===== src/rtl/matrix_scanner_if.sv =====
// Bus bundle for the LED matrix scanner: back-buffer write port, swap handshake,
// brightness control and the row/column drive outputs.
interface matrix_scanner_if #(
  parameter int ROWS = 16,
  parameter int COLS = 16,
  parameter int BW   = 8
);
  localparam int CW = (COLS > 1) ? $clog2(COLS) : 1;

  logic            wr_en;
  logic [CW-1:0]   wr_col;
  logic [ROWS-1:0] wr_data;
  logic            wr_ready;
  logic            swap_req;
  logic [BW-1:0]   brightness;
  logic [ROWS-1:0] row;
  logic [COLS-1:0] col;
  logic            frame_start;
  logic            swap_done;

  modport master (
    output wr_en, wr_col, wr_data, swap_req, brightness,
    input  wr_ready, row, col, frame_start, swap_done
  );

  modport slave (
    input  wr_en, wr_col, wr_data, swap_req, brightness,
    output wr_ready, row, col, frame_start, swap_done
  );
endinterface


===== src/rtl/matrix_scanner.sv =====
// Double-buffered column-multiplexed LED matrix scanner with per-slot blanking
// and brightness (PWM-by-dwell) control; buffers swap only at frame end.
module matrix_scanner #(
  parameter int ROWS  = 16,
  parameter int COLS  = 16,
  parameter int DWELL = 64,
  parameter int BLANK = 2,
  parameter int BW    = 8
) (
  input  logic              clock,
  input  logic              reset_n,
  matrix_scanner_if.slave   bus
);
  localparam int CW = (COLS > 1) ? $clog2(COLS) : 1;
  localparam int DW = (DWELL > 1) ? $clog2(DWELL) : 1;
  localparam logic [31:0] BLANK_U = 32'(BLANK);

  logic [CW-1:0]   col_idx_q, col_idx_d;
  logic [DW-1:0]   dwell_q, dwell_d;
  logic            ptr_q;
  logic            pending_q;
  logic [ROWS-1:0] row_q, row_d;
  logic [COLS-1:0] col_q, col_d;
  logic            frame_start_q;
  logic            swap_done_q;
  logic [ROWS-1:0] buf_q [2][COLS];

  logic [BW-1:0]   bright_w;
  logic            frame_end;
  logic            lit;
  logic            swap_now;
  logic            wr_ok;

  assign bright_w = bus.brightness;

  always_comb begin
    frame_end = (col_idx_q == CW'(COLS - 1)) && (dwell_q == DW'(DWELL - 1));
    dwell_d   = dwell_q + 1'b1;
    col_idx_d = col_idx_q;
    if (dwell_q == DW'(DWELL - 1)) begin
      dwell_d   = '0;
      col_idx_d = (col_idx_q == CW'(COLS - 1)) ? '0 : col_idx_q + 1'b1;
    end

    // Dark for the first BLANK cycles of a slot, then lit for `brightness` cycles.
    lit = (32'(dwell_q) >= BLANK_U) && ((32'(dwell_q) - BLANK_U) < 32'(bright_w));

    row_d = '0;
    col_d = '1;
    if (lit) begin
      row_d = buf_q[ptr_q][col_idx_q];
      col_d[col_idx_q] = 1'b0;
    end

    // A request landing on the frame-end cycle itself is honoured immediately.
    swap_now = frame_end && (pending_q || bus.swap_req);
    wr_ok    = bus.wr_en && !pending_q && (32'(bus.wr_col) < 32'(COLS));
  end

  always_ff @(posedge clock) begin
    if (!reset_n) begin
      col_idx_q     <= '0;
      dwell_q       <= '0;
      ptr_q         <= 1'b0;
      pending_q     <= 1'b0;
      row_q         <= '0;
      col_q         <= '1;
      frame_start_q <= 1'b0;
      swap_done_q   <= 1'b0;
      for (int i = 0; i < COLS; i++) begin
        buf_q[0][i] <= '0;
        buf_q[1][i] <= '0;
      end
    end else begin
      col_idx_q     <= col_idx_d;
      dwell_q       <= dwell_d;
      row_q         <= row_d;
      col_q         <= col_d;
      frame_start_q <= (col_idx_q == '0) && (dwell_q == '0);
      swap_done_q   <= swap_now;
      if (swap_now) begin
        ptr_q     <= ~ptr_q;
        pending_q <= 1'b0;
      end else if (bus.swap_req) begin
        pending_q <= 1'b1;
      end
      // Writes target the back buffer as seen before any swap at this edge.
      if (wr_ok) begin
        buf_q[~ptr_q][bus.wr_col] <= bus.wr_data;
      end
    end
  end

  assign bus.row         = row_q;
  assign bus.col         = col_q;
  assign bus.frame_start = frame_start_q;
  assign bus.swap_done   = swap_done_q;
  assign bus.wr_ready    = ~pending_q;
endmodule


===== src/flat_wrapper.sv =====
// flat-port wrapper written by rule: the top's interface ports become plain ports
module matrix_scanner_flat 
#(
  parameter int ROWS  = 16,
  parameter int COLS  = 16,
  parameter int DWELL = 64,
  parameter int BLANK = 2,
  parameter int BW    = 8
)
  (clock, reset_n, bus_wr_en, bus_wr_col, bus_wr_data, bus_swap_req, bus_brightness, bus_wr_ready, bus_row, bus_col, bus_frame_start, bus_swap_done);
  matrix_scanner_if #(.ROWS(ROWS), .COLS(COLS), .BW(BW)) bus_i ();
  input  logic clock;
  input  logic reset_n;
  input wire logic [$bits(bus_i.wr_en)-1:0] bus_wr_en;
  input wire logic [$bits(bus_i.wr_col)-1:0] bus_wr_col;
  input wire logic [$bits(bus_i.wr_data)-1:0] bus_wr_data;
  input wire logic [$bits(bus_i.swap_req)-1:0] bus_swap_req;
  input wire logic [$bits(bus_i.brightness)-1:0] bus_brightness;
  output wire logic [$bits(bus_i.wr_ready)-1:0] bus_wr_ready;
  output wire logic [$bits(bus_i.row)-1:0] bus_row;
  output wire logic [$bits(bus_i.col)-1:0] bus_col;
  output wire logic [$bits(bus_i.frame_start)-1:0] bus_frame_start;
  output wire logic [$bits(bus_i.swap_done)-1:0] bus_swap_done;
  assign bus_i.wr_en = bus_wr_en;
  assign bus_i.wr_col = bus_wr_col;
  assign bus_i.wr_data = bus_wr_data;
  assign bus_i.swap_req = bus_swap_req;
  assign bus_i.brightness = bus_brightness;
  assign bus_wr_ready = bus_i.wr_ready;
  assign bus_row = bus_i.row;
  assign bus_col = bus_i.col;
  assign bus_frame_start = bus_i.frame_start;
  assign bus_swap_done = bus_i.swap_done;
  matrix_scanner #(.ROWS(ROWS), .COLS(COLS), .DWELL(DWELL), .BLANK(BLANK), .BW(BW)) u_core (.clock(clock), .reset_n(reset_n), .bus(bus_i));
endmodule

===== config.mk =====
export PLATFORM = sky130hd
export DESIGN_NAME = matrix_scanner_flat
export DESIGN_NICKNAME = d
export VERILOG_FILES = /design/src/rtl/matrix_scanner_if.sv /design/src/rtl/matrix_scanner.sv /design/src/flat_wrapper.sv
export SDC_FILE = /design/constraint.sdc
export NUM_CORES = 1
export LEC_CHECK = 0
export ABC_CLOCK_PERIOD_IN_PS = 6650
export CAP_MARGIN = 20
export CORE_AREA = 2 2 352 250
export CTS_CLUSTER_SIZE = 25
export DETAILED_ROUTE_END_ITERATION = 16
export DIE_AREA = 0 0 354 252
export GPL_TIMING_DRIVEN = 0
export HOLD_SLACK_MARGIN = 0.05
export SKIP_LAST_GASP = 1
export SLEW_MARGIN = 20
export SYNTH_ARGS = -nofsm -noshare
export SYNTH_HDL_FRONTEND = slang
export SYNTH_SLANG_ARGS = --single-unit

===== constraint.sdc =====
create_clock -name clock -period 6.65 [get_ports clock]
set_clock_uncertainty 0.2 [all_clocks]
set_input_delay 0.9975 -clock clock [delete_from_list [all_inputs] [get_ports clock]]
set_output_delay 0.9975 -clock clock [all_outputs]
set_load 0.005 [all_outputs]

==> flow_summary_export.csv <==
group,metric,value,unit
layout,final_common_cell,"and2_1",
place,port-buffer-count,66,
layout,layout-area-overhead-vs-synth,16.8,%
timing,drv_slew,0,
clock_network,cts_resized,0,
setup_path,cp_slowest_cell,"buf_1",
logic_synthesis,yosys.cell_types.count,43,
routing,first_pass_iters,5,
clock_network,clkSlewWorstSetupHoldPaths,70,ps
routing,top_layer,"met4",
power_and_ir_drop,leakage,10.1,nW
setup_path,critPathMaxStageDelay,860,ps
logic_synthesis,ys_seq_elements,559,
setup_path,worst-setup-path-type,"reg2reg",
routing,dr_wl_met3,11800,um
routing,met1_length,37600,um
clock_network,cts-root-buf,"clkbuf_16",
clock_network,worstSkewPairLatency,610,ps
place,place_area,0.0282,mm2
timing,fmax,272,MHz
global_routing,grt_max_degree,17,
logic_synthesis,syn_area,0.0255,mm2
timing,tightest_slew,1100,ps
setup_path,worstSetupEndpointType,"flip-flop",
timing,fin_crit,3680,ps
floorplanning,fp.coreArea,0.0856,mm2
floorplanning,io_pins,67,
logic_synthesis,synth_warnings,0,
logic_synthesis,avgSynthCellArea,13.5,um2
logic_synthesis,ys_seq_area_share,63.9,%
layout,utilization,34.9,%
place,dp_slack,2730,ps
layout,nets,2084,
power_and_ir_drop,power_density,245,mW/mm2
routing,drt_iter0_markers,2582,
routing,postRouteAntennaNets,0,
floorplanning,dieWidth,354,um
timing,finalSetupTns,0,ps
run_status,outcome,"finished clean",
routing,wl_met2,32400,um
timing,max_slew_margin,26.5,%
logic_synthesis,yosysTopAreaCell,"edfxtp_1",
global_routing,grt-ovfl-total,0,
timing,fin_ws,2970,ps
layout,drive_gt1_share,11.2,%
routing,dr_total_vias,16700,
logic_synthesis,synthCells,1890,
clock_network,cts_setup_buffers,0,
timing,hold_violations,0,
setup_path,cp_data_required_time,6770,ps
clock_network,cts_tree,"built",
clock_network,cts_hold_repair.buffers,0,
clock_network,cts_buffers,53,
layout,layout_common_cells,"and2_1, edfxtp_1, mux2i_1, a22oi_1, clkbuf_1",
global_routing,grt_usage,18.4,%
routing,drc,0,
flow_run,drv_cap,0,
setup_path,startpoint_type,"flip-flop",
place,gp_congestion,0.903,
timing,finalCritPeriodShare,55.3,%
setup_path,path_cells,"inv_1 > nor2_1 > buf_2 > buf_1 > a22oi_1 > nand3_1 > a41oi_1",
global_routing,grt_antenna_before_repair,1,
floorplanning,die_y,252,um
routing,vias_per_cell,5.17,
floorplanning,num_rows,90,
global_routing,grt_pass1_vias,16300,
logic_synthesis,synth.net_count,1936,
floorplanning,start_util,29.8,%
power_and_ir_drop,power,0.00730,W
timing,rsz0062_at_grt,"no",
place,dp_hpwl,59500,um
layout,final_area,0.0298,mm2
clock_network,clock_path_buffers,3,
clock_network,htreeDepth,2,
min_path,hp-class,"reg2reg",
setup_path,critical_path_arrival,3800,ps
timing,setup_viol_count_final,0,
logic_synthesis,yosys.area.top_type_share,60.2,%
power_and_ir_drop,ir_worst_vdd,0.179,mV
floorplanning,dieArea,0.0892,mm2
routing,drt-total-wl,83300,um
global_routing,grt_pass1_wl,118000,um
logic_synthesis,synthTopCellsByArea,"edfxtp_1, and2_1, mux2i_1",
setup_path,cp_max_fo,10,
clock_network,clkSinkCount,559,
routing,wire_per_inst,25.8,um
==> synthesized netlist by cell type, drive strengths merged <==
cell and instances:
ha 14, xnor2 3, nand3 84, nand2 7, and3 3, mux2i 257
a21boi 1, inv 14, nand4 3, xor2 6, a31o 1, dfxtp 47
nor2b 5, nor4 1, nand2b 2, a41oi 16, or3 4, nor3b 1
or3b 2, a22oi 129, o221ai 1, o21ai 34, or2 1, buf 60
nor3 3, and2 517, or4 2, edfxtp 512, a21o 3, nand3b 3
a31oi 1, clkbuf 103, a21oi 2, nor2 48
==> layout make-up <==
class,instances,area (um2)
multi-input combinational,1154,8590
sequential,559,16300
timing repair buffer,93,1030
clock inverter,21,153
inverter,14,52.6
clock buffer,77,1460
antenna,4,10.0
fill,8307,55800
tap,1150,1440
buffer,163,783
==> worst paths after layout <==
kind,from,end,slack (ps),cells past startpoint
worst min-delay path,u_core.dwell_q[0],u_core.dwell_q[0],320,1
worst min register to register,u_core.dwell_q[0],u_core.dwell_q[0],320,1
worst max-delay path,u_core.col_idx_q[0],u_core.bus.row[12],2970,7
worst max register to register,u_core.col_idx_q[0],u_core.bus.row[12],2970,7
==> metrics by stage <==
stage / cells / hold slack, ps
floorplan: 1890 / 248
CTS: 3231 / 324
finish: 3235 / 321
global placement: 3106 / 295
global route: 3231 / 354
detailed placement: 3133 / 310
==> cells by family (layout without fill, tap and decap cells) <==
group | after synthesis | after routing | synth area share (%)
and+or+nand+nor | 686 | 686 | 16.5
DFF | 559 | 559 | 63.9
muxes | 257 | 257 | 10.1
AOI/OAI and AO/OA | 188 | 188 | 5.28
buffers and inverters | 177 | 368 | 3.27
adders and majority gates | 14 | 14 | 0.686
xor gates and xnor gates | 9 | 9 | 0.309
other | 0 | 4 | 0
==> worst max-delay path, delay by kind of cell (launching register included) <==
kind,cells,cell delay (ps)
AOI/OAI and AO/OA,2,660
buffers and inverters,3,1460
DFF,1,470
and+or+nand+nor,2,590
==> layer usage <==
layer / global-route usage, % / vias up
met5: 0 / -
met4: 3.83 / 0
met3: 5.87 / 111
met2: 24.6 / 1055
met1: 28.5 / 8423
li1: - / 7148
==> power by group <==
group / switching (W) / leakage (nW) / total, W / internal [W]
clock network: 0.00137 / 0.789 / 0.00297 / 0.00160
registers: 0.0000365 / 5.67 / 0.00398 / 0.00394
logic: 0.000248 / 3.60 / 0.000355 / 0.000108
==> registers in the layout (all words and copies together), names as in the netlist, named ones only <==
name                    count
u_core.buf_q              512
u_core.ptr_q                1
u_core.dwell_q              6
u_core.bus.frame_start      1
u_core.bus.swap_done        1
u_core.pending_q            1
u_core.bus.row             16
u_core.bus.col             16
u_core.col_idx_q            4
Note: power is estimated with default switching activity, not from simulation.
